--- src/rtl/elevator_pkg.sv ---
// Shared definitions for the elevator car controller and the floor-request register.
package elevator_pkg;

  localparam int DEF_NFL  = 8;
  localparam int DEF_FL_W = 3;

  // Car FSM states; also exported on the debug port of the controller.
  typedef enum logic [1:0] {
    ST_IDLE = 2'd0,
    ST_UP   = 2'd1,
    ST_DN   = 2'd2,
    ST_DOOR = 2'd3
  } car_state_e;

  // Direction of travel remembered between moves (SCAN scheduling).
  localparam logic DIR_UP = 1'b0;
  localparam logic DIR_DN = 1'b1;

  // One-hot floor mask at the default building size.
  function automatic logic [DEF_NFL-1:0] onehot(input logic [DEF_FL_W-1:0] fl);
    logic [DEF_NFL-1:0] v;
    v     = '0;
    v[fl] = 1'b1;
    return v;
  endfunction

endpackage

--- src/rtl/cyc_timer.sv ---
// Loadable down-counter; o_tc is high while the count sits at zero.
module cyc_timer #(
  parameter int W = 3
) (
  input  logic         clk,
  input  logic         rst,
  input  logic         i_load,
  input  logic [W-1:0] i_load_val,
  input  logic         i_en,
  output logic         o_tc
);

  logic [W-1:0] r_cnt;

  // Load has priority; otherwise count down while enabled and stop at zero.
  always_ff @(posedge clk or posedge rst) begin
    if (rst) begin
      r_cnt <= '0;
    end else if (i_load) begin
      r_cnt <= i_load_val;
    end else if (i_en && (r_cnt != '0)) begin
      r_cnt <= r_cnt - W'(1);
    end
  end

  assign o_tc = (r_cnt == '0);

endmodule

--- src/rtl/elevator_car_ctrl.sv ---
// Elevator car controller: SCAN scheduling over the pending-call vector, floor-by-floor
// travel, door dwell with hold-on-recall, and per-floor clear pulses.
//
// Request-register contract: pend is a level per floor. When the car serves floor f it
// raises off[f] for exactly one cycle; the request register drops pend[f] on the clock
// edge that sees off[f]. While off is high, pend at the served floor is therefore stale
// and is ignored; a pend[f] seen at an open door while off is low is a fresh re-call.
module elevator_car_ctrl
  import elevator_pkg::*;
#(
  parameter int NFL      = DEF_NFL,
  parameter int FL_W     = DEF_FL_W,
  parameter int MOVE_CYC = 4,
  parameter int DOOR_CYC = 6
) (
  input  logic            clk,
  input  logic            rst,
  input  logic [NFL-1:0]  pend,
  output logic [NFL-1:0]  off,
  output logic [FL_W-1:0] cur_fl,
  output logic            up,
  output logic            down,
  output logic            door_open,
  output car_state_e      dbg_state
);

  localparam int            MAXC    = (MOVE_CYC > DOOR_CYC) ? MOVE_CYC : DOOR_CYC;
  localparam int            TW      = $clog2(MAXC + 1);
  localparam logic [TW-1:0] MOVE_LD = TW'(MOVE_CYC - 1);
  localparam logic [TW-1:0] DOOR_LD = TW'(DOOR_CYC - 1);

  car_state_e      r_state;
  logic            r_dir;
  logic [FL_W-1:0] r_cur_fl;
  logic            r_arr;
  logic [NFL-1:0]  r_off;
  logic            r_up;
  logic            r_down;
  logic            r_door;

  logic [NFL-1:0]  w_here_oh;
  logic [NFL-1:0]  w_below_mask;
  logic [NFL-1:0]  w_above_mask;
  logic            w_here;
  logic            w_above;
  logic            w_below;
  logic            w_ahead;
  logic            w_behind;
  logic            w_off_busy;
  car_state_e      w_pk_state;
  logic            w_pk_dir;
  logic            w_pk_move;
  car_state_e      w_state_nx;
  logic            w_dir_nx;
  logic [FL_W-1:0] w_fl_nx;
  logic            w_arr_nx;
  logic            w_mv_load;
  logic            w_dr_load;
  logic [NFL-1:0]  w_off_nx;
  logic            w_mv_en;
  logic            w_dr_en;
  logic            w_mv_tc;
  logic            w_dr_tc;

  // Floor masks relative to the current floor; at the top floor the above mask is
  // empty and at floor 0 the below mask is empty, so travel never leaves 0..NFL-1.
  assign w_here_oh    = NFL'(1) << r_cur_fl;
  assign w_below_mask = w_here_oh - NFL'(1);
  assign w_above_mask = ~(w_below_mask | w_here_oh);
  assign w_here       = |(pend & w_here_oh);
  assign w_above      = |(pend & w_above_mask);
  assign w_below      = |(pend & w_below_mask);
  assign w_ahead      = (r_dir == DIR_UP) ? w_above : w_below;
  assign w_behind     = (r_dir == DIR_UP) ? w_below : w_above;
  assign w_off_busy   = |r_off;
  assign w_pk_move    = (w_pk_state != ST_IDLE);

  assign w_mv_en = (r_state == ST_UP) || (r_state == ST_DN);
  assign w_dr_en = (r_state == ST_DOOR);

  cyc_timer #(.W(TW)) u_move_tmr (
    .clk        (clk),
    .rst        (rst),
    .i_load     (w_mv_load),
    .i_load_val (MOVE_LD),
    .i_en       (w_mv_en),
    .o_tc       (w_mv_tc)
  );

  cyc_timer #(.W(TW)) u_door_tmr (
    .clk        (clk),
    .rst        (rst),
    .i_load     (w_dr_load),
    .i_load_val (DOOR_LD),
    .i_en       (w_dr_en),
    .o_tc       (w_dr_tc)
  );

  // Movement choice when the car is free to pick: keep direction, else reverse, else rest.
  always_comb begin
    w_pk_state = ST_IDLE;
    w_pk_dir   = r_dir;
    if (w_ahead) begin
      w_pk_state = (r_dir == DIR_UP) ? ST_UP : ST_DN;
    end else if (w_behind) begin
      w_pk_dir   = ~r_dir;
      w_pk_state = (r_dir == DIR_UP) ? ST_DN : ST_UP;
    end
  end

  // Next-state logic: serve here first, travel one floor per timer period, hold the door.
  always_comb begin
    w_state_nx = r_state;
    w_dir_nx   = r_dir;
    w_fl_nx    = r_cur_fl;
    w_arr_nx   = 1'b0;
    w_mv_load  = 1'b0;
    w_dr_load  = 1'b0;
    w_off_nx   = '0;
    case (r_state)
      ST_IDLE: begin
        if (w_here) begin
          w_state_nx = ST_DOOR;
          w_dr_load  = 1'b1;
          w_off_nx   = w_here_oh;
        end else begin
          w_state_nx = w_pk_state;
          w_dir_nx   = w_pk_dir;
          w_mv_load  = w_pk_move;
        end
      end
      ST_UP, ST_DN: begin
        // pend is only looked at in the cycle right after reaching a new floor.
        if (r_arr && w_here) begin
          w_state_nx = ST_DOOR;
          w_dr_load  = 1'b1;
          w_off_nx   = w_here_oh;
        end else if (r_arr && !w_ahead) begin
          w_state_nx = w_pk_state;
          w_dir_nx   = w_pk_dir;
          w_mv_load  = w_pk_move;
        end else if (w_mv_tc) begin
          w_fl_nx   = (r_dir == DIR_UP) ? r_cur_fl + FL_W'(1) : r_cur_fl - FL_W'(1);
          w_mv_load = 1'b1;
          w_arr_nx  = 1'b1;
        end
      end
      ST_DOOR: begin
        if (w_here && !w_off_busy) begin
          // Re-call at the open door: clear it again and restart the dwell.
          w_off_nx  = w_here_oh;
          w_dr_load = 1'b1;
        end else if (w_dr_tc) begin
          w_state_nx = w_pk_state;
          w_dir_nx   = w_pk_dir;
          w_mv_load  = w_pk_move;
        end
      end
      default: begin
        w_state_nx = ST_IDLE;
      end
    endcase
  end

  // State, position and registered outputs.
  always_ff @(posedge clk or posedge rst) begin
    if (rst) begin
      r_state  <= ST_IDLE;
      r_dir    <= DIR_UP;
      r_cur_fl <= '0;
      r_arr    <= 1'b0;
      r_off    <= '0;
      r_up     <= 1'b0;
      r_down   <= 1'b0;
      r_door   <= 1'b0;
    end else begin
      r_state  <= w_state_nx;
      r_dir    <= w_dir_nx;
      r_cur_fl <= w_fl_nx;
      r_arr    <= w_arr_nx;
      r_off    <= w_off_nx;
      r_up     <= (w_state_nx == ST_UP);
      r_down   <= (w_state_nx == ST_DN);
      r_door   <= (w_state_nx == ST_DOOR);
    end
  end

  assign off       = r_off;
  assign cur_fl    = r_cur_fl;
  assign up        = r_up;
  assign down      = r_down;
  assign door_open = r_door;
  assign dbg_state = r_state;

endmodule

--- config.mk ---
export PLATFORM = sky130hd
export DESIGN_NAME = elevator_car_ctrl
export DESIGN_NICKNAME = d
export VERILOG_FILES = /design/src/rtl/elevator_pkg.sv /design/src/rtl/cyc_timer.sv /design/src/rtl/elevator_car_ctrl.sv
export SDC_FILE = /design/constraint.sdc
export NUM_CORES = 1
export LEC_CHECK = 0
export BUFFER_PORTS_ARGS = -buffer_cell sky130_fd_sc_hd__buf_2
export CORE_MARGIN = 4
export CORE_UTILIZATION = 61
export CTS_BUF_LIST = sky130_fd_sc_hd__clkbuf_16
export CTS_CLUSTER_SIZE = 30
export DETAILED_ROUTE_END_ITERATION = 7
export GPL_TIMING_DRIVEN = 0
export PLACE_DENSITY = 0.95
export SLEW_MARGIN = 25
export SYNTH_ARGS = -nofsm -noshare
export SYNTH_HDL_FRONTEND = slang
export SYNTH_SLANG_ARGS = --single-unit
--- constraint.sdc ---
create_clock -name clk -period 5.7 [get_ports clk]
set_input_delay 1.14 -clock clk [delete_from_list [all_inputs] [get_ports clk]]
set_output_delay 1.14 -clock clk [all_outputs]
set_load 0.01 [all_outputs]
**After elaboration in Yosys (flattened, before gate mapping)**

Index checks and enable logic that the tools add are counted.
W data, S select, Z words.

- Bits in registers: 24
- Bits of input ports: 10
- Output and inout bits: 16
- Logic and storage cells: 101

- Add/sub/neg operators: 5
- Equality and inequality tests: 11
- Shifts and indexed selects: 1
- Mux-type cells: 43
- Bitwise operators: 8
- Reduce and logical (&&, ||, !) cells: 23

Operators by type and width:

| cell | number |
|---|---|
| $reduce_or A8 Y1 | 4 |
| $and A8 B8 Y8 | 3 |
| $mux W8 | 3 |
| $pmux W8 S3 | 1 |
| $mux W1 | 21 |
| $mux W2 | 9 |
| $mux W3 | 5 |
| $ne A2 B2 Y1 const B | 5 |
| $pmux W1 S3 | 3 |
| $sub A3 B1 Y3 const B | 3 |
| $eq A2 B2 Y1 const B | 4 |
| $not A8 Y8 | 1 |
| $or A8 B8 Y8 | 1 |
| $shl A1 B3 Y8 const A | 1 |
| $sub A8 B1 Y8 const B | 1 |
| $logic_not A3 Y1 | 2 |
| $pmux W2 S3 | 1 |
| $reduce_bool A2 Y1 | 3 |
| $reduce_bool A3 Y1 | 2 |
| $logic_and A1 B1 Y1 | 5 |
| $reduce_and A5 Y1 | 1 |
| $eq A2 B1 Y1 const B | 2 |
| $reduce_and A4 Y1 | 1 |
| $add A3 B1 Y3 const B | 1 |
| other kinds (5) | 8 |

**Depth between registers and ports, before layout**

Gate-level depths: netlist of the first run.

- Word-level depth: 14
- Gate-level depth with buffers: 12

**Hierarchy**

Synthesis of the first run repeated with hierarchy kept, for this count alone.

- Cells, all modules: 201
- Area total of the unflattened synthesis: 1789.2 um^2

By module, submodules not included:

| module | instances | cells an instance | area an instance (um^2) | seq. area each (um^2) |
|---|---|---|---|---|
| elevator_car_ctrl | 1 | 161 | 1401.3 | 450.4 |
| cyc_timer | 2 | 20 | 193.9 | 75.1 |

**Least setup slack after synthesis of the first run**

No wires, ideal clock.

- Kind: reg-to-reg
- Start point: register r_cur_fl[0], in the netlist cur_fl[0]
- End point: register u_move_tmr.r_cnt[2]
- Library setup time: 0.120 ns
- Data arrival time: 2.725 ns
- Slack: 2.855 ns
- Stages on the path, launching flop included: 13
- Path buffers: 2
- Clock period less this slack: 2.845 ns
- Path through: dfrtp_1 buf_6 or3_1 buf_2 ha_1 nand2_1 ha_1 a22oi_1 nand2_1 o31ai_4 a21oi_2 or3_4 and3_1

- Longest elaborated chain between the ends: 14
- Elaborated cells between the ends (all ways): 27

RTL lines:

| element | line | text |
|---|---|---|
| start, declared | elevator_car_ctrl.sv:34 | `logic [FL_W-1:0] r_cur_fl;` |
| start signal, assigned | elevator_car_ctrl.sv:179 | `r_cur_fl <= w_fl_nx;` |
| $shl A1 B3 Y8 * | elevator_car_ctrl.sv:67 | `assign w_here_oh = NFL'(1) << r_cur_fl;` |
| $sub A8 B1 Y8 | elevator_car_ctrl.sv:68 | `assign w_below_mask = w_here_oh - NFL'(1);` |
| $or A8 B8 Y8 | elevator_car_ctrl.sv:69 | `assign w_above_mask = ~(w_below_mask \| w_here_oh);` |
| $not A8 Y8 | elevator_car_ctrl.sv:69 |  |
| $and A8 B8 Y8 | elevator_car_ctrl.sv:71 | `assign w_above = \|(pend & w_above_mask);` |
| $reduce_or A8 Y1 | elevator_car_ctrl.sv:71 |  |
| $mux W1 | elevator_car_ctrl.sv:74 | `assign w_behind = (r_dir == DIR_UP) ? w_below : w_above;` |
| $mux W2 | elevator_car_ctrl.sv:105 | `end else if (w_behind) begin` |
| $mux W2 | elevator_car_ctrl.sv:103 | `if (w_ahead) begin` |
| $reduce_bool A2 Y1 | elevator_car_ctrl.sv:76 | `assign w_pk_move = (w_pk_state != ST_IDLE);` |
| $mux W1, on equally long branches | elevator_car_ctrl.sv:153, elevator_car_ctrl.sv:138 |  |
| $mux W1, on equally long branches | elevator_car_ctrl.sv:149, elevator_car_ctrl.sv:134 |  |
| $pmux W1 S3 * | elevator_car_ctrl.sv:120 | `case (r_state)` |
| $mux W3 or $reduce_bool A2 Y1 (tied branches) | - |  |
| end signal, assigned | cyc_timer.sv:20 | `r_cnt <= i_load_val;` |
| end signal, assigned | cyc_timer.sv:22 | `r_cnt <= r_cnt - W'(1);` |
| end, declared | cyc_timer.sv:13 | `logic [W-1:0] r_cnt;` |

Every way passes the cells marked *; elsewhere a longest branch is shown, timed or not.
A chain may end at the register's enable or synchronous reset.

**Worst setup path after layout of the first run**

Same ends and word-level chain as after synthesis.

==> impl_metrics.yaml, run 1 <==
timing:
  setup_violations: 0
  finalCritPeriodShare_pct: 56.53
  fin_crit_ns: 3.222
  tightestPinTransition_ns: 0.8836
  slew_headroom_pct: 41.03
  hold_viol_final: 0
  skew_ns: 0.002667
  drv_slew: 0
  rsz0062_at_grt: "no"
  fmax_mhz: 310.4
  tns_ns: 0
synth:
  yosys_warnings: 0
  avgSynthCellArea_um2: 9.290
  syn-num-nets: 212
  synth.cell_area_um2: 1728
  synthTopCellsByArea: "dfrtp_1, ha_1, nand2_1"
  seq_area_frac_synth_pct: 34.76
  synth_top_area_share_pct: 34.76
  yosysUniqueCellTypes: 48
  ys_ff_latch: 24
  synth_largest_area_cell: "dfrtp_1"
  synthCells: 186
critical_path:
  timing.rr.start: "cur_fl[0]"
  crit_fanout: 10
  r2r-end: "u_move_tmr.r_cnt[2]"
  critPathKind: "reg2reg"
  cp.required_ns: 5.85
  start_kind: "flop"
  r2r_slack_ns: 2.48
  r2r_cells: 12
  endpoint_kind: "flop"
  critPathArrivalTime_ns: 3.37
die:
  die_area_um2: 3748
  ios: 26
  core_um2: 2734
  dieWidth_um: 61.22
  start_util_pct: 63.20
  fp.dieH_um: 61.22
  rows: 19
route:
  wl_um: 3748
  drtIter0Drc: 75
  dr.pass1.iters: 6
  drc: 0
  routedWlPerCell_um: 15.24
  viasPerCell: 6.378
  num_vias: 1569
  ant_nets: 0
placement:
  dpl_cell_area_um2: 1892
  post-dp-hpwl_um: 2899
  port_buffers: 25
  dpl.cell_count: 242
  place_congestion: 0.9222
clock_tree:
  cts_hold_buf: 0
  postCtsSetupBuffers: 0
  cts_tree: "done"
  clkTransAtPathRegs_ns: 0.06
  cts_sinks: 24
  clk_path_buf_depth: 2
  cts-buffers-inserted: 3
  clk_latency_ns: 0.26
  root_buffer: "clkbuf_16"
  cts-resized-gates: 0
  cts-htree-levels: 1
layout:
  layout-drive-gt1-share_pct: 20.00
  seq_area_um2: 600.6
  stdcell_area_um2: 1971
  final_cell_mix: "nand2_1, buf_2, dfrtp_1, inv_1, ha_1"
  final_common_cell: "nand2_1"
  final_nets: 242
  nFillCells: 198
  area_growth_pct: 14.05
  num_antenna_cells: 0
  fin_cells: 246
  multi_input_area_um2: 1036
worst_hold_path:
  worstHoldEndpoint: "u_move_tmr.r_cnt[1]"
  min_path_cells: 2
  min_path_type: "reg2reg"
  hold_start: "u_move_tmr.r_cnt[1]"
global_routing:
  grt_usage_pct: 21.50
  grt_max_degree: 25
  grt_pass1_vias: 1329
  gr-total-overflow: 0
  antenna_found_initial: 0
  grt_pass1_wl_um: 5940
pwr:
  peakVddDrop_v: 0.0003937
  p_leak_nw: 0.9492
  p_per_area_nw_per_um2: 626.3
flow_run:
  maxCapViolCount: 0
status:
  status: "finished, final reports clean"
[state kept, by name (all words and copies together) (netlist names)]
| signal | cells |
|---|---|
| down | 1 |
| r_arr | 1 |
| off | 8 |
| door_open | 1 |
| u_door_tmr.r_cnt | 3 |
| r_dir | 1 |
| cur_fl | 3 |
| u_move_tmr.r_cnt | 3 |
| up | 1 |
| dbg_state | 2 |
[critical path, stage by stage (launching register included)]
cell,delay [ns]
dfrtp_1,0.40
buf_6,0.15
clkbuf_1,0.22
nand2_1,0.15
ha_1,0.21
nand2_1,0.08
ha_1,0.18
a222oi_1,0.49
nand3_1,0.32
a21oi_1,0.28
a21oi_2,0.08
or3_4,0.40
and3_1,0.15
[worst max-delay path by stage]
stage	startpoint	end	slack [ns]	depth (start not counted)
after floorplan	cur_fl[0]	u_move_tmr.r_cnt[2]	2.86	12
after global placement	cur_fl[0]	u_move_tmr.r_cnt[2]	2.62	12
after detailed placement	cur_fl[0]	u_move_tmr.r_cnt[2]	2.60	12
after CTS	cur_fl[0]	u_move_tmr.r_cnt[2]	2.51	12
after global routing	cur_fl[0]	u_move_tmr.r_cnt[1]	2.22	12
final	cur_fl[0]	u_move_tmr.r_cnt[2]	2.48	12
[power breakdown]
part           internal, mW  total [mW]  switching, mW  leakage [nW]
clock                0.0937       0.151         0.0571        0.0385
sequential            0.232       0.276         0.0440         0.306
combinational         0.326       0.808          0.481         0.605
[synth_stat cells (all sizes together)]
| library cell | number |
|---|---|
| nand3b | 3 |
| o2bb2ai | 1 |
| or4 | 2 |
| o31ai | 2 |
| and2 | 2 |
| nand2 | 28 |
| dfrtp | 24 |
| o21ai | 6 |
| nor3 | 7 |
| o31a | 1 |
| and3 | 2 |
| a21o | 2 |
| o211ai | 1 |
| a2bb2oi | 2 |
| o32ai | 1 |
| a31oi | 5 |
| inv | 15 |
| o2111ai | 1 |
| mux4 | 2 |
| clkinv | 1 |
| a22oi | 5 |
| o221a | 1 |
| nor4 | 2 |
| o22ai | 1 |
| buf | 3 |
| ha | 15 |
| nand2b | 3 |
| nor2 | 8 |
| nor2b | 5 |
| o32a | 1 |
| a21oi | 8 |
| a211oi | 1 |
| mux2i | 4 |
| nand4 | 1 |
| nand3 | 8 |
| a222oi | 1 |
| mux2 | 1 |
| or3 | 2 |
| xnor2 | 5 |
| fa | 1 |
| clkbuf | 2 |
[routing by layer]
layer | GRT usage (%) | routed length, µm | part of all wire [%]
met1 | 29.92 | 1551 | 41
met2 | 33.69 | 1788 | 48
met3 | 3.145 | 332 | 8.9
met4 | 8.669 | 76 | 2.0
met5 | 0 | 0 | 0
[final cells by class]
type                       count  area share (%)
multi-input combinational    141           52.57
clock buffer                   3           3.810
timing repair buffer          25           6.349
clock inverter                 1          0.1905
tap                           31           1.968
inverter                      16           3.048
buffer                         5           1.587
sequential                    24           30.48
[logic make-up after synthesis]
group	Yosys count	share of synthesized area, %
fa+ha+maj	16	12.02
buf+inv	21	5.286
simple gates	73	20.93
mux	7	5.576
compound gates	40	18.90
xor+xnor	5	2.534
flops	24	34.76
[per-stage QoR]
step                hold WS, ns  worst slack (ns)  total power, mW  util, %
detailed placement       0.5022             2.597            1.072    69.20
finish                   0.5134             2.478            1.234    72.08
floorplan                0.4802             2.855           0.8899        -
CTS                      0.5155             2.515            1.229    72.08
global route             0.5504             2.215            1.339    72.08
global placement         0.4901             2.618            1.043    69.20
Power figures use the tool's default switching activity.
==> run 2, diff against run 1 <==
--- a/config.mk
+++ b/config.mk
@@ -7,12 +7,12 @@
 export LEC_CHECK = 0
 export BUFFER_PORTS_ARGS = -buffer_cell sky130_fd_sc_hd__buf_2
 export CORE_MARGIN = 4
-export CORE_UTILIZATION = 61
+export CORE_UTILIZATION = 57
 export CTS_BUF_LIST = sky130_fd_sc_hd__clkbuf_16
 export CTS_CLUSTER_SIZE = 30
 export DETAILED_ROUTE_END_ITERATION = 7
 export GPL_TIMING_DRIVEN = 0
-export PLACE_DENSITY = 0.95
+export PLACE_DENSITY = 0.91
 export SLEW_MARGIN = 25
 export SYNTH_ARGS = -nofsm -noshare
 export SYNTH_HDL_FRONTEND = slang
==> constraint.sdc (replaced) <==
create_clock -name clk -period 3.4 [get_ports clk]
set_input_delay 0.68 -clock clk [delete_from_list [all_inputs] [get_ports clk]]
set_output_delay 0.68 -clock clk [all_outputs]
set_load 0.01 [all_outputs]
==> impl_metrics.yaml, run 2 (synthesis gave the netlist of run 1 again) <==
status:
  status: "finished, final reports clean"
layout:
  nFillCells: 218
  final_cell_mix: "nand2_1, buf_2, dfrtp_1, inv_1, ha_1"
  fin_util_pct: 69.88
  largest_reg_flops: 8
  layout-drive-gt1-share_pct: 20.93
  num_antenna_cells: 0
  area_growth_pct: 14.41
  final_common_cell: "nand2_1"
  fin_cells: 246
  final_nets: 242
route:
  drtIter0Drc: 106
  wl_um: 4004
  drc: 0
  ant_nets: 0
  dr.pass1.iters: 4
  routedWlPerCell_um: 16.28
  num_vias: 1566
  viasPerCell: 6.366
worst_hold_path:
  hold_start: "u_move_tmr.r_cnt[1]"
  min_path_cells: 2
  min_path_type: "reg2reg"
  worstHoldEndpoint: "u_move_tmr.r_cnt[1]"
die:
  rows: 19
  dieWidth_um: 63.06
  core_um2: 2829
  start_util_pct: 61.08
  ios: 26
  die_area_um2: 3977
  fp.dieH_um: 63.06
critical_path:
  crit_fanout: 10
  endpoint_kind: "flop"
  cp.required_ns: 3.55
  r2r_slack_ns: 0.24
  critPathArrivalTime_ns: 3.31
  r2r_cells: 12
  r2r-end: "u_move_tmr.r_cnt[2]"
  start_kind: "flop"
  critPathKind: "reg2reg"
  timing.rr.start: "cur_fl[0]"
pwr:
  peakVddDrop_v: 0.0005720
  p_per_area_nw_per_um2: 1066
  p_leak_nw: 0.9534
placement:
  port_buffers: 25
  post-dp-hpwl_um: 3050
  dpl.cell_count: 242
  place_congestion: 0.9208
  pre_cts_ws_ns: 0.2550
timing:
  drv_slew: 0
  fin_crit_ns: 3.158
  hold_viol_final: 0
  finalWorstSetupSlack_ns: 0.2422
  finalCritPeriodShare_pct: 92.88
  skew_ns: 0.004309
  tightestPinTransition_ns: 0.8858
  tns_ns: 0
  slew_headroom_pct: 40.88
  rsz0062_at_grt: "no"
  fmax_mhz: 316.7
  setup_violations: 0
global_routing:
  grt_max_degree: 25
  antenna_found_initial: 0
  gr-total-overflow: 0
  grt_usage_pct: 21.27
  grt_pass1_vias: 1520
  grt_pass1_wl_um: 6831
clock_tree:
  root_buffer: "clkbuf_16"
  cts_sinks: 24
  cts-htree-levels: 1
  clkTransAtPathRegs_ns: 0.06
  cts_tree: "done"
  clk_latency_ns: 0.26
  cts-buffers-inserted: 3
  clk_path_buf_depth: 2
flow_run:
  maxCapViolCount: 0
==> run 2: cell counts in the layout (fill, tap and decap cells not counted) <==
Identical to the previous run, type by type.
==> run 2: through the flow <==
| stage | cell area [µm²] | power (mW) | hold WS, ns |
|---|---|---|---|
| after detailed placement | 1892 | 1.816 | 0.5035 |
| after global placement | 1892 | 1.753 | 0.4909 |
| after CTS | 1971 | 2.081 | 0.5166 |
| after floorplan | 1728 | 1.492 | 0.4802 |
| final | 1977 | 2.106 | 0.5150 |
| after global routing | 1977 | 2.286 | 0.5678 |
==> run 2: critical path: stages, from the launching register on <==
cell,delay [ns]
dfrtp_1,0.39
buf_6,0.15
or3_1,0.32
buf_2,0.17
ha_1,0.24
inv_1,0.09
ha_1,0.24
a22oi_1,0.14
nand3_1,0.28
o31ai_4,0.39
a21oi_2,0.09
or3_4,0.40
and3_1,0.15
==> run 2: report_power, final <==
| part | switching (mW) | internal [mW] | total (mW) |
|---|---|---|---|
| clock | 0.0993 | 0.157 | 0.257 |
| combinational | 0.835 | 0.555 | 1.39 |
| sequential | 0.0709 | 0.389 | 0.460 |
==> run 2: final cells by class <==
| cell class | count | area, µm² | share of cell area, % |
|---|---|---|---|
| plain buffers | 5 | 32.53 | 1.646 |
| clock buffers | 3 | 75.07 | 3.797 |
| clock inverters | 1 | 3.754 | 0.1899 |
| inverters | 16 | 60.06 | 3.038 |
| multi-input cells | 141 | 1041 | 52.66 |
| flip-flops and latches | 24 | 600.6 | 30.38 |
| well taps | 31 | 38.79 | 1.962 |
| repair buffers | 25 | 125.1 | 6.329 |
==> run 2: how the worst max path moves through the flow <==
stage | end | depth (start not counted) | slack, ns | start
finish | u_move_tmr.r_cnt[2] | 12 | 0.24 | cur_fl[0]
detailed placement | u_move_tmr.r_cnt[2] | 12 | 0.25 | cur_fl[0]
global placement | u_move_tmr.r_cnt[2] | 12 | 0.35 | cur_fl[0]
global route | u_move_tmr.r_cnt[1] | 10 | 0.04 | cur_fl[2]
floorplan | u_move_tmr.r_cnt[2] | 12 | 0.56 | cur_fl[0]
CTS | u_move_tmr.r_cnt[2] | 12 | 0.22 | cur_fl[0]
==> run 2: timing repair <==
action                                  4_1_cts  5_1_grt
endpoints found under the setup margin        0        3
hold buffers                                  0        0
buffers inserted                              0        0
gates resized for setup                       0        3
==> run 2: per-layer routing <==
metal / routed length [µm] / track usage [%]
met1: 1660 / 27.57
met2: 1967 / 34.91
met3: 262 / 2.487
met4: 114 / 11.02
met5: 0 / 0
